--- src/rtl/ncu_mcu_link_mon.sv ---
`default_nettype none
// +--------------------------------------------------------------------------+
// | ncu_mcu_link_mon : NCU<->MCU vld/data/stall link framing & error monitor |
// | Revision 1.0                                                             |
// +--------------------------------------------------------------------------+
module ncu_mcu_link_mon #(
  parameter int N_CH      = 4,
  parameter int DATA_W    = 4,
  parameter int PKT_BEATS = 32,
  parameter int CNT_W     = 16,
  localparam int c_CH_W   = (N_CH > 1) ? $clog2(N_CH) : 1
) (
  input  logic                     iol2clk,
  input  logic                     rst,
  input  logic                     en,
  input  logic                     clr_cnt,
  input  logic [N_CH-1:0]          vld,
  input  logic [N_CH*DATA_W-1:0]   data,
  input  logic [N_CH-1:0]          stall,
  output logic [N_CH-1:0]          pkt_done,
  output logic [N_CH*CNT_W-1:0]    pkt_cnt,
  output logic [N_CH*DATA_W-1:0]   hdr,
  output logic [N_CH-1:0]          err_trunc,
  output logic [N_CH-1:0]          err_stall_start,
  output logic                     first_err_vld,
  output logic [c_CH_W-1:0]        first_err_ch,
  output logic [1:0]               first_err_code
);

  localparam int                  c_BEAT_W = $clog2(PKT_BEATS);
  localparam logic [c_BEAT_W-1:0] c_LAST   = c_BEAT_W'(PKT_BEATS - 1);
  localparam logic [CNT_W-1:0]    c_CNT_MAX = {CNT_W{1'b1}};

  typedef enum logic {
    S_IDLE = 1'b0,
    S_XFER = 1'b1
  } state_t;

  state_t              r_state [N_CH];
  logic [c_BEAT_W-1:0] r_beat  [N_CH];
  logic [DATA_W-1:0]   r_pend  [N_CH];

  logic [N_CH-1:0]     w_trunc;
  logic [N_CH-1:0]     w_sstart;
  logic                w_fe_hit;
  logic [c_CH_W-1:0]   w_fe_ch;
  logic [1:0]          w_fe_code;

  always_comb begin
    for (int i = 0; i < N_CH; i++) begin
      w_trunc[i]  = en && (r_state[i] == S_XFER) && !vld[i];
      w_sstart[i] = en && (r_state[i] == S_IDLE) && vld[i] && stall[i];
    end
  end

  // Descending scan so the lowest erroring channel is the one left standing.
  always_comb begin
    w_fe_hit  = 1'b0;
    w_fe_ch   = '0;
    w_fe_code = 2'b00;
    for (int i = N_CH - 1; i >= 0; i--) begin
      if (w_trunc[i] || w_sstart[i]) begin
        w_fe_hit  = 1'b1;
        w_fe_ch   = c_CH_W'(i);
        w_fe_code = w_trunc[i] ? 2'b01 : 2'b10;
      end
    end
  end

  always_ff @(posedge iol2clk or posedge rst) begin
    if (rst) begin
      for (int i = 0; i < N_CH; i++) begin
        r_state[i] <= S_IDLE;
        r_beat[i]  <= '0;
        r_pend[i]  <= '0;
      end
      pkt_done        <= '0;
      pkt_cnt         <= '0;
      hdr             <= '0;
      err_trunc       <= '0;
      err_stall_start <= '0;
      first_err_vld   <= 1'b0;
      first_err_ch    <= '0;
      first_err_code  <= 2'b00;
    end else begin
      for (int i = 0; i < N_CH; i++) begin
        pkt_done[i] <= 1'b0;
        if (!en) begin
          r_state[i] <= S_IDLE;
          r_beat[i]  <= '0;
        end else if (r_state[i] == S_IDLE) begin
          if (vld[i]) begin
            r_pend[i]  <= data[i*DATA_W +: DATA_W];
            r_beat[i]  <= c_BEAT_W'(1);
            r_state[i] <= S_XFER;
          end
        end else if (!vld[i]) begin
          r_state[i] <= S_IDLE;
          r_beat[i]  <= '0;
        end else if (r_beat[i] == c_LAST) begin
          r_state[i]              <= S_IDLE;
          r_beat[i]               <= '0;
          pkt_done[i]             <= 1'b1;
          hdr[i*DATA_W +: DATA_W] <= r_pend[i];
          if (pkt_cnt[i*CNT_W +: CNT_W] != c_CNT_MAX)
            pkt_cnt[i*CNT_W +: CNT_W] <= pkt_cnt[i*CNT_W +: CNT_W] + CNT_W'(1);
        end else begin
          r_beat[i] <= r_beat[i] + c_BEAT_W'(1);
        end
        // Clear overrides any same-cycle increment above.
        if (clr_cnt)
          pkt_cnt[i*CNT_W +: CNT_W] <= '0;
      end

      if (clr_cnt) begin
        err_trunc       <= '0;
        err_stall_start <= '0;
        first_err_vld   <= 1'b0;
        first_err_ch    <= '0;
        first_err_code  <= 2'b00;
      end else begin
        err_trunc       <= err_trunc | w_trunc;
        err_stall_start <= err_stall_start | w_sstart;
        if (!first_err_vld && w_fe_hit) begin
          first_err_vld  <= 1'b1;
          first_err_ch   <= w_fe_ch;
          first_err_code <= w_fe_code;
        end
      end
    end
  end

endmodule
`default_nettype wire

--- config.mk ---
export PLATFORM = sky130hd
export DESIGN_NAME = ncu_mcu_link_mon
export DESIGN_NICKNAME = d
export VERILOG_FILES = /design/src/rtl/ncu_mcu_link_mon.sv
export SDC_FILE = /design/constraint.sdc
export NUM_CORES = 1
export LEC_CHECK = 0
export BUFFER_PORTS_ARGS = -buffer_cell sky130_fd_sc_hd__buf_2
export CAP_MARGIN = 40
export CORE_ASPECT_RATIO = 0.6
export CORE_MARGIN = 10
export CORE_UTILIZATION = 52
export CTS_BUF_LIST = sky130_fd_sc_hd__clkbuf_4 sky130_fd_sc_hd__clkbuf_8
export DETAILED_ROUTE_END_ITERATION = 8
export PLACE_DENSITY = 0.86
export SLEW_MARGIN = 10
export SYNTH_ARGS = -nofsm -noshare
export SYNTH_HDL_FRONTEND = slang
export SYNTH_SLANG_ARGS = --single-unit
--- constraint.sdc ---
create_clock -name iol2clk -period 4 [get_ports iol2clk]
set_input_delay 0.4 -clock iol2clk [delete_from_list [all_inputs] [get_ports iol2clk]]
set_output_delay 0.4 -clock iol2clk [all_outputs]
set_load 0.02 [all_outputs]
* Word-level counts from Yosys, hierarchy flattened
Cells that the tools add are included.
** Operators by class
- Multiplexer cells :: 104
- $mul :: 0
- Bitwise logic cells :: 6
- Add/subtract/negate cells :: 8
- Reduce and logical (&&, ||, !) cells :: 60
- Equality and inequality tests :: 12
- Shift operators :: 0
- Order comparisons :: 0
- Div/mod/pow operators :: 0
** Operators by type and width (count)
- 2-to-1 mux 16 bit :: 24
- 2-to-1 mux 5 bit :: 20
- adder 16 x 1 -> 16 bit, second input constant :: 4
- inequality test 16 bit, second input constant :: 4
- 2-to-1 mux 1 bit :: 42
- nonzero test 2 bit :: 18
- 2-to-1 mux 2 bit :: 16
- logical AND 1 bit :: 21
- adder 5 x 1 -> 5 bit, second input constant :: 4
- == test 5 bit, second input constant :: 4
- AND reduction 5 bit :: 4
- AND reduction 4 bit :: 4
- inequality test 3 x 1 -> 1 bit, second input constant :: 4
- AND reduction 3 bit :: 4
- 2-to-1 mux 4 bit :: 2
- bitwise OR 4 bit :: 2
- logical NOT 1 bit :: 5
- logical OR 1 bit :: 4
- inverter 1 bit :: 4
** Word-level totals
- Output and inout port bits :: 97
- Input port bits :: 28
- ROM bits :: 0
- Latch bits :: 0
- Memories :: 0
- Bits in writable memories :: 0
- Logic and storage cells :: 216
- Flip-flop bits (word level) :: 137

* Logic depth before layout (Yosys ltp)
Gate-level depths: netlist (run 1).
- Depth after elaboration :: 12
- Gate-level depth with buffers :: 9
- Mapped depth without buffers :: 9

* Least setup slack after synthesis (run 1)
Ideal clock, no wire load.
- Path kind :: register to register
- Start point :: register r_beat[15] (netlist name)
- End point :: register pkt_cnt[14]
- Required time :: 3.922 ns
- Stages on the path, launching flop included :: 8
- Period minus slack after synthesis :: 2.206 ns
- Arrival time :: 2.128 ns
- Path buffers :: 0
- Path slack :: 1.794 ns
- Setup time :: 0.078 ns
- Cell sequence :: dfrtp_1 -> ha_1 -> and3_1 -> ha_1 -> nand4_4 -> or4_4 -> or4_1 -> a21oi_1
** Between the ends
- Word-level cells in the longest chain between the ends :: 3
** Ends and longest elaborated chain
- start: declaration :: line 40 : logic [c_BEAT_W-1:0] r_beat [N_CH];
- start signal: indexed assignment :: line 94 : r_beat[i] <= c_BEAT_W'(1);
- start signal: indexed assignment :: line 108 : r_beat[i] <= r_beat[i] + c_BEAT_W'(1);
- == test 5 bit :: line 100 : end else if (r_beat[i] == c_LAST) begin
- nonzero test 2 bit (no source line)
- AND reduction 5 bit (no source line)
- end signal: indexed assignment :: line 106 : pkt_cnt[i*CNT_W +: CNT_W] <= pkt_cnt[i*CNT_W +: CNT_W] + CNT_W'(1);
- end: declaration :: line 21 : output logic [N_CH*CNT_W-1:0] pkt_cnt,
No other way between the ends.
A chain may end at the register's enable or synchronous reset.

* Worst setup path in the final report (run 1)
- Start point :: register r_beat[5] (netlist name)
- End point :: register pkt_cnt[46]
The elaborated chain is that of the path after synthesis.

==> metrics.md, run 1 <==
| Metric | Value |
|---|---|
| Status | finished, final reports clean |
| Post-synth EDFFs | 0 |
| Commonest non-fill, non-tap cell in the layout | dfrtp_1 |
| CP Launch Type | flop |
| Clock skew | 10.58 ps |
| I/O Buffers | 124 |
| Clock net sink count | 137 |
| Root Driver | clkbuf_8 |
| Slew Limit Fails | 0 |
| Initial antenna violation count | 2 |
| Hold buffers post-CTS | 1 |
| Hold Vio Cnt, Final | 0 |
| Starting DRC count in detailed routing | 541 |
| Worst hold path type | in2reg |
| Worst Max-Slew Pin Slew | 720.1 ps |
| Post-placement worst setup slack | 1422 ps |
| Final design utilization | 0.6377 |
| PD cells | 356.7 nW/um2 |
| Antenna diodes | 0 |
| Chip width | 166.5 um |
| Worst slew margin | 0.5181 |
| Sw Ratio | 0.2421 |
| Post-DP HPWL | 11.82 mm |
| Number of global-route vias before repair | 5366 |
| CP required | 4300 ps |
| Final WS setup | 1474 ps |
| Antenna Nets Post-Route | 0 |
| H-Tree Depth | 4 |
| Setup_tns | 0 ps |
| GRT Residual Overflow | 0 |
| Critical setup path kind | reg2reg |
| Simple-gate share of the synthesized area | 0.2429 |
| Syn. warnings | 0 |
| Worst setup EP type | flop |
| DP Cell Count | 945 |
| Top Ports | 125 |
| Die area | 17970 um2 |
| CP Data Arrival Time | 2830 ps |
| Yosys reg bits | 137 |
| Post-synthesis compound-gate area fraction | 0.08913 |
| Fraction of layout cells with a size suffix above 1 | 0.2389 |
| Filler cells | 1011 |
| Tcrit/Tclk final | 0.6315 |
| Reg2reg setup slack | 1470 ps |
| Largest net degree at the start of global routing | 70 |
| Routability Congestion | 0.8836 |
| Internal power | 0.002126 W |
| Clock transition at path regs | 80 ps |
| Die Y | 107.9 um |
| Leakage | 3.801 nW |
| Clk pwr share | 0.419 |
| DRC viols | 0 |
| Switching power | 0.0006792 W |
| Num CTS Buffers | 17 |
| XOR/XNOR share of the synthesized area | 0.06932 |
| Area growth, synth to finish | 17.45% |
| Combinational Power Share | 0.061 |
| Adder-cell share of the synthesized area | 0.02242 |
| Ys async rst share | 1.000 |
| Synth unique cells | 59 |
| Starting density of the core | 0.5429 |
| FF/Latch Area | 3428 um2 |
| CTS tree | done |
| WL/cell | 16.61 um |
| Clk_lat worst skew | 440 ps |
| Area of the mapped netlist | 6696 um2 |
| Tot GR Track Use | 0.1820 |
| Final setup fails | 0 |
| Post-Syn Area per Cell | 9.891 um2 |
| Fmax | 395.9 MHz |
| Multi-input gate area | 3068 um2 |
| Tmin final | 2526 ps |
| CTS Buffer Depth | 2 |
| Site row count | 31 |
| Via count | 5499 |
| Hold Slack | 189.9 ps |
| Global-route wire length before repair | 27.43 mm |
| WL final | 16.23 mm |
| DRT Pass-1 Iters | 5 |
| RSZ-0062 raised after global routing | no |
| Largest family of logic cells by synthesized area | simple AND/OR/NAND/NOR gates |
| Non-filler cells, final | 977 |
| Number of gates resized after CTS | 0 |
| Worst vdd ir | 0.0002115 V |
| Via density | 5.628 |
| Post-CTS Setup Inserts | 0 |
| Crit-path max FO | 13 |
| Cells after synthesis | 677 |
| Sequential power share | 0.520 |
| Most frequent cells in the layout | dfrtp_1 (137), buf_2 (125), nor2_1 (91) |
| CORE AREA | 12330 um2 |
| Mux contribution to synthesized area | 0.03438 |
| Synth Flop Type | dfrtp_1 |
| Mapped Nets | 717 |
| Max cap viols | 0 |
| # nets final | 840 |
| Register area share after synthesis | 0.5120 |
registers in the layout, summed over array words and instances, names as in the netlist:
| name | count |
|---|---|
| r_state | 4 |
| first_err_ch | 2 |
| err_stall_start | 4 |
| err_trunc | 4 |
| hdr | 16 |
| r_beat | 20 |
| first_err_code | 2 |
| r_pend | 16 |
| pkt_done | 4 |
| pkt_cnt | 64 |
| first_err_vld | 1 |
cells by family (layout without fill, tap and decap cells):
group / Yosys count / count (layout)
compound gates: 95 / 95
simple gates: 313 / 313
flops: 137 / 137
buf+inv: 46 / 181
xor+xnor: 53 / 53
mux: 21 / 21
fa+ha+maj: 12 / 12
synth_stat cells, types with 6 or more instances:
master | number | share of area
mux2_2 | 16 | 0.027
a211oi_1 | 11 | 0.012
nand2_1 | 87 | 0.049
dfrtp_1 | 137 | 0.51
nand3b_1 | 6 | 0.0067
nand4_1 | 14 | 0.013
nand3_1 | 25 | 0.019
nand4b_1 | 7 | 0.0092
nor3b_1 | 7 | 0.0078
nor4_1 | 7 | 0.0065
and3_1 | 9 | 0.0084
nor3_1 | 16 | 0.012
o21ai_0 | 14 | 0.010
nor2_1 | 91 | 0.051
ha_1 | 12 | 0.022
a21oi_1 | 41 | 0.031
buf_2 | 9 | 0.0067
inv_1 | 16 | 0.0090
xor2_1 | 15 | 0.020
clkbuf_1 | 13 | 0.0073
xnor2_1 | 38 | 0.050
metrics by stage:
| stage | total power (W) | area (um2) |
|---|---|---|
| after floorplan | 0.001601 | 6700 |
| after CTS | 0.002830 | 7865 |
| after global routing | 0.002919 | 7865 |
| after detailed placement | 0.001659 | 7450 |
| after global placement | 0.001654 | 7445 |
| final | 0.002805 | 7865 |
power by group through the flow:
| stage | combinational, W | clock (W) | sequential [W] |
|---|---|---|---|
| after floorplan | 0.000121 | 0 | 0.00148 |
| after global placement | 0.000170 | 0 | 0.00148 |
| after detailed placement | 0.000174 | 0 | 0.00149 |
| after CTS | 0.000175 | 0.00120 | 0.00146 |
| after global routing | 0.000195 | 0.00126 | 0.00146 |
| final | 0.000172 | 0.00117 | 0.00146 |
critical path: stages (launching register included):
cell and delay, ps:
dfrtp_1 430, ha_1 200, and3_1 160, ha_1 220, nand4_2 330, nor4_1 560
and4bb_2 310, xnor2_1 120, nor2_1 50
worst paths after layout:
path / from / endpoint / depth (start not counted)
setup / recovery: r_beat[5] / pkt_cnt[46] / 8
setup reg to reg: r_beat[5] / pkt_cnt[46] / 8
hold reg to reg: r_pend[15] / hdr[3] / 2
hold / removal: data[15] / r_pend[3] / 2
min in group asynchronous: rst / r_pend[7] / 3
max in group asynchronous: rst / pkt_done[0] / 4
metal layers:
| metal | vias up | share of wire | track usage |
|---|---|---|---|
| li1 | 2613 | - | - |
| met3 | 19 | 0.093 | 0.06382 |
| met1 | 2652 | 0.48 | 0.2685 |
| met4 | 4 | 0.0078 | 0.04057 |
| met2 | 211 | 0.42 | 0.2484 |
| met5 | - | 0.0017 | 0 |
final cells by class:
class,count,share of cell area
repair buffers,130,0.08622
well taps,165,0.02625
clock inverters,12,0.01909
inverters,20,0.01002
flip-flops and latches,137,0.4359
clock buffers,19,0.03245
multi-input cells,494,0.3901
(Power assumes the default switching activity.)
==> run 2, diff against run 1 <==
ABC_AREA = 1   (was default)
CORE_UTILIZATION = 53   (was 52)
PLACE_DENSITY = 0.87   (was 0.86)
clock period = 2.3 ns   (was 4 ns; I/O delays follow)
==> run 2 against run 1 <==
Effect of this change:
- setup slack lost 1100 ps
- global-route usage increased by 1.7 points
- first-iteration DRC count up 45%
- final area rose by 7.8%
- largest power group unchanged
- final cell count rose by 20%
- utilization up 1.0 points
- routed wire length grew 14%
==> metrics.md, run 2 <==
| Metric | Value |
|---|---|
| Status | finished, final reports clean |
| Max reg flops | 64 (unchanged) |
| Critical path origin | r_beat[5] |
| Worst vdd ir | 0.0003579 V (+69%) |
| Biggest regs | pkt_cnt x64, r_beat x20 |
| Ys async rst share | 1.000 (unchanged) |
| CP Launch Type | flop |
| Final setup fails | 0 (unchanged) |
| CTS Buffer Depth | 2 (unchanged) |
| DRT met1 WL | 8.895 mm (+14%) |
| Hold Slack | 17.64 ps (-172.3 ps) |
| Via density | 5.419 (-3.7%) |
| Most frequent cells after synthesis | nand2_1 (214), dfrtp_1 (137), nand3_1 (87) |
| Filler cells | 1066 (+5.4%) |
| Clock net sink count | 137 (unchanged) |
| Top Ports | 125 (unchanged) |
| Syn. warnings | 0 (unchanged) |
| Post-Syn Area per Cell | 8.449 um2 (-15%) |
| CP Data Arrival Time | 2260 ps (-570 ps) |
| Starting density of the core | 0.5511 (+0.008218) |
| Worst Max-Slew Pin Slew | 657.7 ps (-62.40 ps) |
| Cells after synthesis | 854 (+26%) |
| Worst slew margin | 0.5609 (+0.04274) |
| Final WS setup | 351.8 ps (-1122 ps) |
| WL met2 | 7.744 mm (+14%) |
| Crit-path max FO | 12 (-1) |
| Area of the mapped netlist | 7216 um2 (+7.8%) |
| Post-synth EDFFs | 0 (unchanged) |
| Top cell type's share of synthesized area | 0.4751 (-0.03684) |
| CTS tree | done |
| Commonest non-fill, non-tap cell in the layout | nand2_1 |
| Starting DRC count in detailed routing | 787 (+45%) |
| Number of global-route vias before repair | 6007 (+12%) |
| DRT Pass-1 Iters | 5 (unchanged) |
| # nets final | 1033 (+23%) |
| Setup_tns | 0 ps (unchanged) |
| Hold Vio Cnt, Final | 0 (unchanged) |
| RSZ-0062 raised after global routing | no |
| Clk_lat worst skew | 440 ps (about the same) |
| Post-placement worst setup slack | 378.2 ps (-1044 ps) |
| WL/cell | 15.67 um (-5.7%) |
| Post-DP HPWL | 13.15 mm (+11%) |
| Leakage | 4.371 nW (+15%) |
| Routed wl met3 | 1.619 mm (+6.8%) |
| Cells on worst reg2reg path | 11 (+3) |
| DRC viols | 0 (unchanged) |
| Largest reg by FF count | pkt_cnt |
| Tcrit/Tclk final | 0.8470 (+0.2155) |
| CP required | 2610 ps (-1690 ps) |
| Num CTS Buffers | 17 (unchanged) |
| Chip width | 170.6 um (+2.5%) |
| Clock transition at path regs | 80 ps (about the same) |
| Die area | 18830 um2 (+4.8%) |
| Clock skew | 16.30 ps (+5.717 ps) |
| Worst setup EP type | flop |
| Reg2reg setup slack | 350 ps (-1120 ps) |
| Area growth, synth to finish | 17.53% (about the same) |
| I/O Buffers | 124 (unchanged) |
| H-Tree Depth | 4 (unchanged) |
| PD cells | 574.4 nW/um2 (+61%) |
| Number of gates resized after CTS | 0 (unchanged) |
| Tot GR Track Use | 0.1987 (+0.01670) |
| Via count | 6373 (+16%) |
| Slew Limit Fails | 0 (unchanged) |
| Worst Setup EP | pkt_cnt[36] |
| Synth Flop Type | dfrtp_1 |
| Hold depth | 2 (unchanged) |
| Root Driver | clkbuf_8 |
| Max cap viols | 0 (unchanged) |
| Register area share after synthesis | 0.4751 (-0.03684) |
| Fmax | 513.3 MHz (+30%) |
| Fraction of layout cells with a size suffix above 1 | 0.2227 (-0.01625) |
| Site row count | 32 (+3.2%) |
| Worst hold path type | in2reg |
| WL final | 18.43 mm (+14%) |
| Top layer in use | met4 |
| Area contributors post-synth | dfrtp_1 (48%), nand2_1 (11%), nand3_1 (6.0%) |
| Initial antenna violation count | 0 (-2) |
| Count leader, synth | nand2_1 |
| CORE AREA | 13090 um2 (+6.1%) |
| Synth unique cells | 40 (-32%) |
| Yosys reg bits | 137 (unchanged) |
| Largest net degree at the start of global routing | 102 (+46%) |
| Tmin final | 1948 ps (-577.9 ps) |
| Synth area leader | dfrtp_1 |
| Most frequent cells in the layout | nand2_1 (214), dfrtp_1 (137), buf_2 (124) |
| Critical setup path kind | reg2reg |
| Global-route wire length before repair | 30.44 mm (+11%) |
| Routability Congestion | 0.9034 (+2.2%) |
| Antenna diodes | 0 (unchanged) |
| Die Y | 110.4 um (+2.3%) |
| RR Startpoint | r_beat[5] |
| Antenna Nets Post-Route | 0 (unchanged) |
| Worst R2R End | pkt_cnt[36] |
| GRT Residual Overflow | 0 (unchanged) |
| Mapped Nets | 894 (+25%) |
==> run 2: cell types whose count changed in the layout (fill, tap and decap cells not counted), sizes merged, moves of 9 or more <==
cell / delta
nand2: +136
inv: +79
nand3: +65
xnor2: -31
a21oi: -22
xor2: +18
o21ai: +12
a211oi: -11
and3: -9
dlygate4sd3: +9
nand4: +9
nor2: -9
==> run 2: cell families after synthesis <==
| group | Yosys count | share of synthesized area |
|---|---|---|
| AO/OA/AOI/OAI | 75 | 0.06399 |
| adder cells (fa/ha/maj) | 12 | 0.02081 |
| XOR/XNOR | 40 | 0.04855 |
| buffers and inverters | 113 | 0.06589 |
| multiplexers | 24 | 0.03745 |
| AND/OR/NAND/NOR | 453 | 0.2882 |
| flip-flops | 137 | 0.4751 |
==> run 2: metal layers <==
| layer | global-route usage | vias up |
|---|---|---|
| met5 | 0 | - |
| met4 | 0.05421 | 0 |
| met3 | 0.05325 | 19 |
| met2 | 0.2833 | 252 |
| met1 | 0.2903 | 3004 |
| li1 | - | 3098 |
==> run 2: final cells by class <==
type,instances,area (um2),area share
clock buffers,18,241.5,0.02847
clock inverters,14,146.4,0.01726
inverters,94,356.6,0.04205
multi-input cells,604,3312,0.3905
flip-flops and latches,137,3428,0.4042
well taps,170,212.7,0.02508
repair buffers,139,783.3,0.09236
==> run 2: through the flow <==
| step | std cells | area (um2) | utilization | power (W) |
|---|---|---|---|---|
| 2_1_floorplan | 854 | 7219 | - | 0.002807 |
| 3_3_place_gp | 1134 | 7993 | 0.6105 | 0.002917 |
| 3_5_place_dp | 1134 | 7993 | 0.6105 | 0.002930 |
| 4_1_cts | 1176 | 8481 | 0.6477 | 0.004921 |
| 5_1_grt | 1176 | 8481 | 0.6477 | 0.005078 |
| 6_report | 1176 | 8481 | 0.6477 | 0.004871 |
==> run 2: worst min-delay path by stage <==
stage	slack, ps	to	startpoint
after floorplan	380	r_pend[12]	data[0]
after global placement	430	hdr[5]	rst
after detailed placement	430	r_pend[11]	rst
after CTS	0.6	r_pend[14]	data[2]
after global routing	8	r_pend[14]	data[2]
final	20	r_pend[5]	data[9]
==> run 2: timing repair <==
action / 4_1_cts / 5_1_grt
hold endpoints to repair: 111 / 0
hold buffers: 10 / 0
buffers inserted: 0 / 0
==> run 2: power by group <==
part,internal [W],switching [W]
Combinational,0.000128,0.000228
Sequential,0.00248,0.0000518
Clock,0.000981,0.000997
Total,0.00359,0.00128
==> run 2: critical path, cell delays in order (launching register included) <==
cell and delay (ps):
dfrtp_1 360, ha_1 170, inv_1 50, nor3_1 160, ha_1 230, nand2_1 140
nor2_8 190, nand2_4 120, inv_2 190, nand3_1 100, nand2_1 80, nor2_1 40
==> run 3, diff against run 2 <==
ABC_AREA = 0   (was 1)
CORE_UTILIZATION = 52   (was 53)
PLACE_DENSITY = 0.86   (was 0.87)
clock period = 1.64 ns   (was 2.3 ns; I/O delays follow)
==> run 3 against run 2 <==
Effect of this change:
- the flow now finishes with violations (negative setup slack)
- final cell count fell by 1.4%
- sequential share of layout area fell by 6.7 points
- register-to-register slack got worse by 820 ps
- final area rose by 21%
- worst hold slack improved by 42 ps
- critical endpoint is now pkt_cnt[10]
- non-clock buffer count rose by 172
- clock skew fell by 1.1 ps
- combinational power rose by 69%
- routed wire length rose by 21%
- setup slack got worse by 820 ps
==> metrics.md, run 3 (synthesis results as in run 1) <==
| Metric | Value |
|---|---|
| CORE AREA | 12330 um2 (-5.8%) |
| CP Launch Type | flop |
| CTS Buffer Depth | 2 (unchanged) |
| Site row count | 31 (-3.1%) |
| Tmin final | 2105 ps (+157.1 ps) |
| WL final | 22.38 mm (+21%) |
| Post-route cell area | 10240 um2 (+21%) |
| Num CTS Buffers | 17 (unchanged) |
| PD cells | 723.5 nW/um2 (+26%) |
| Largest reg by FF count | pkt_cnt |
| Reg2reg setup slack | -470 ps (-820 ps) |
| Final WS setup | -465.3 ps (-817.1 ps) |
| Multi-input gate area | 3786 um2 (+14%) |
| H-Tree Depth | 4 (unchanged) |
| Area growth, synth to finish | 52.95% |
| DRC viols | 0 (unchanged) |
| Initial antenna violation count | 0 (unchanged) |
| Post-DP HPWL | 14.59 mm (+11%) |
| Tcrit/Tclk final | 1.284 (+0.4367) |
| Failing checks | negative setup slack |
| Fmax | 475.0 MHz (-7.5%) |
| Biggest regs | pkt_cnt x64, r_beat x20 |
| Global-route wire length before repair | 35.56 mm (+17%) |
| Leakage | 4.801 nW (+9.8%) |
| CP required | 1970 ps (-640 ps) |
| GRT Residual Overflow | 0 (unchanged) |
| Status | complete, but fails checks |
| DRT Pass-1 Iters | 5 (unchanged) |
| Chip width | 166.5 um (-2.4%) |
| Root Driver | clkbuf_8 |
| Final design utilization | 0.8304 (+0.1826) |
| Antenna Nets Post-Route | 0 (unchanged) |
| Commonest non-fill, non-tap cell in the layout | buf_4 |
| Max cap viols | 0 (unchanged) |
| CP Data Arrival Time | 2440 ps (+180 ps) |
| CTS tree | done |
| Clock transition at path regs | 80 ps (about the same) |
| Top Ports | 125 (unchanged) |
| Clk_lat worst skew | 450 ps (about the same) |
| Filler cells | 648 (-39%) |
| Final setup fails | 76 (+76) |
| Worst slew margin | 0.6434 (+0.08255) |
| Via count | 6643 (+4.2%) |
| RSZ-0062 raised after global routing | yes |
| Max reg flops | 64 (unchanged) |
| Tot GR Track Use | 0.2397 (+0.04103) |
| Hold Vio Cnt, Final | 0 (unchanged) |
| Slew Limit Fails | 0 (unchanged) |
| Starting DRC count in detailed routing | 515 (-35%) |
| FF/Latch Area | 3455 um2 (+0.77%) |
| WL/cell | 19.29 um (+23%) |
| Post-DP Area | 8856 um2 (+11%) |
| Clock net sink count | 137 (unchanged) |
| Worst vdd ir | 0.0005688 V (+59%) |
| Critical setup path kind | reg2reg |
| # nets final | 1021 (-1.2%) |
| Die area | 17970 um2 (-4.6%) |
| Post-placement worst setup slack | -503.9 ps (-882.1 ps) |
| Crit-path max FO | 4 (-8) |
| I/O Buffers | 124 (unchanged) |
| Clock skew | 15.21 ps (-1.081 ps) |
| Worst hold path type | in2reg |
| Most frequent cells in the layout | buf_4 (140), buf_2 (124), dfrtp_1 (116) |
| Largest net degree at the start of global routing | 80 (-22%) |
| Worst Max-Slew Pin Slew | 532.9 ps (-124.8 ps) |
| Die Y | 107.9 um (-2.2%) |
| Starting density of the core | 0.5429 (-0.008218) |
| Worst setup EP type | flop |
| Number of global-route vias before repair | 6882 (+15%) |
| Via density | 5.727 (+5.7%) |
| Routability Congestion | 0.9407 (+4.1%) |
| Fraction of layout cells with a size suffix above 1 | 0.4839 (+0.2612) |
## run 3: cell count changes in the layout (fill, tap and decap cells not counted), moves of 10 or more
cell	delta
nand2_1	-135
xnor2_1	+30
xor2_1	-18
dfrtp_1	-21
dfrtp_2	+21
buf_4	+137
a21oi_1	+16
nor2_1	+10
inv_1	-66
nand3_1	-69
buf_6	+23
nand4_1	-15
nor3_1	-10
inv_2	-13
## run 3: worst paths after layout
check	startpoint	end	depth (start not counted)
hold reg to reg	hdr[8]	hdr[8]	2
min in group asynchronous	rst	hdr[3]	4
max in group asynchronous	rst	pkt_cnt[56]	4
setup reg to reg	r_beat[15]	pkt_cnt[10]	8
hold / removal	vld[3]	r_state[0]	3
setup / recovery	r_beat[15]	pkt_cnt[10]	8
## run 3: area by class of cell
type                    instances  area share
diodes                          1   0.0002443
clock buffers                  20     0.02626
clock inverters                12     0.01906
inverters                      20    0.009040
multi-input cells             494      0.3697
flip-flops and latches        137      0.3373
well taps                     165     0.02016
repair buffers                311      0.2183
## run 3: where the power goes
part / leakage, nW / switching (W) / internal [W]
sequential: 1.83 / 0.0000653 / 0.00348
clock: 0.236 / 0.00136 / 0.00191
combinational: 2.74 / 0.000331 / 0.000270
## run 3: metal layers
layer | vias up | share of wire | track usage | wire (um)
met3 | 56 | 0.068 | 0.06018 | 1517
met4 | 0 | 0.024 | 0.08427 | 535
met1 | 3303 | 0.41 | 0.2948 | 9144
li1 | 2983 | - | - | -
met2 | 301 | 0.50 | 0.4070 | 11180
met5 | - | 0 | 0 | 0
## run 3: worst max-delay path: stages (launching register included)
cell and delay [ps]:
dfrtp_1 360, ha_2 180, and3_4 190, ha_4 140, nand4_4 100, or4_4 480, nor3b_1 320, xnor2_1 170
nor2_1 50
## run 3: through the flow
stage / hold slack, ps / TNS [ps] / instances / power [W]
finish: 59.69 / -15810 / 1160 / 0.007410
global route: 43.27 / -22350 / 1159 / 0.007661
CTS: 36.29 / -13720 / 1147 / 0.007405
detailed placement: 326.2 / -14670 / 1064 / 0.004132
global placement: 306.5 / -9308 / 1064 / 0.004093
floorplan: 314.5 / -43460 / 677 / 0.003910
## run 3: repair_timing
action                                 4_1_cts  5_1_grt
gates cloned                                 0        0
hold buffers                                17        0
setup endpoints to repair                   75       88
gates resized for setup                     65       39
endpoints found under the hold margin      153        0
pin swaps                                   68       69
buffers inserted                            37       23
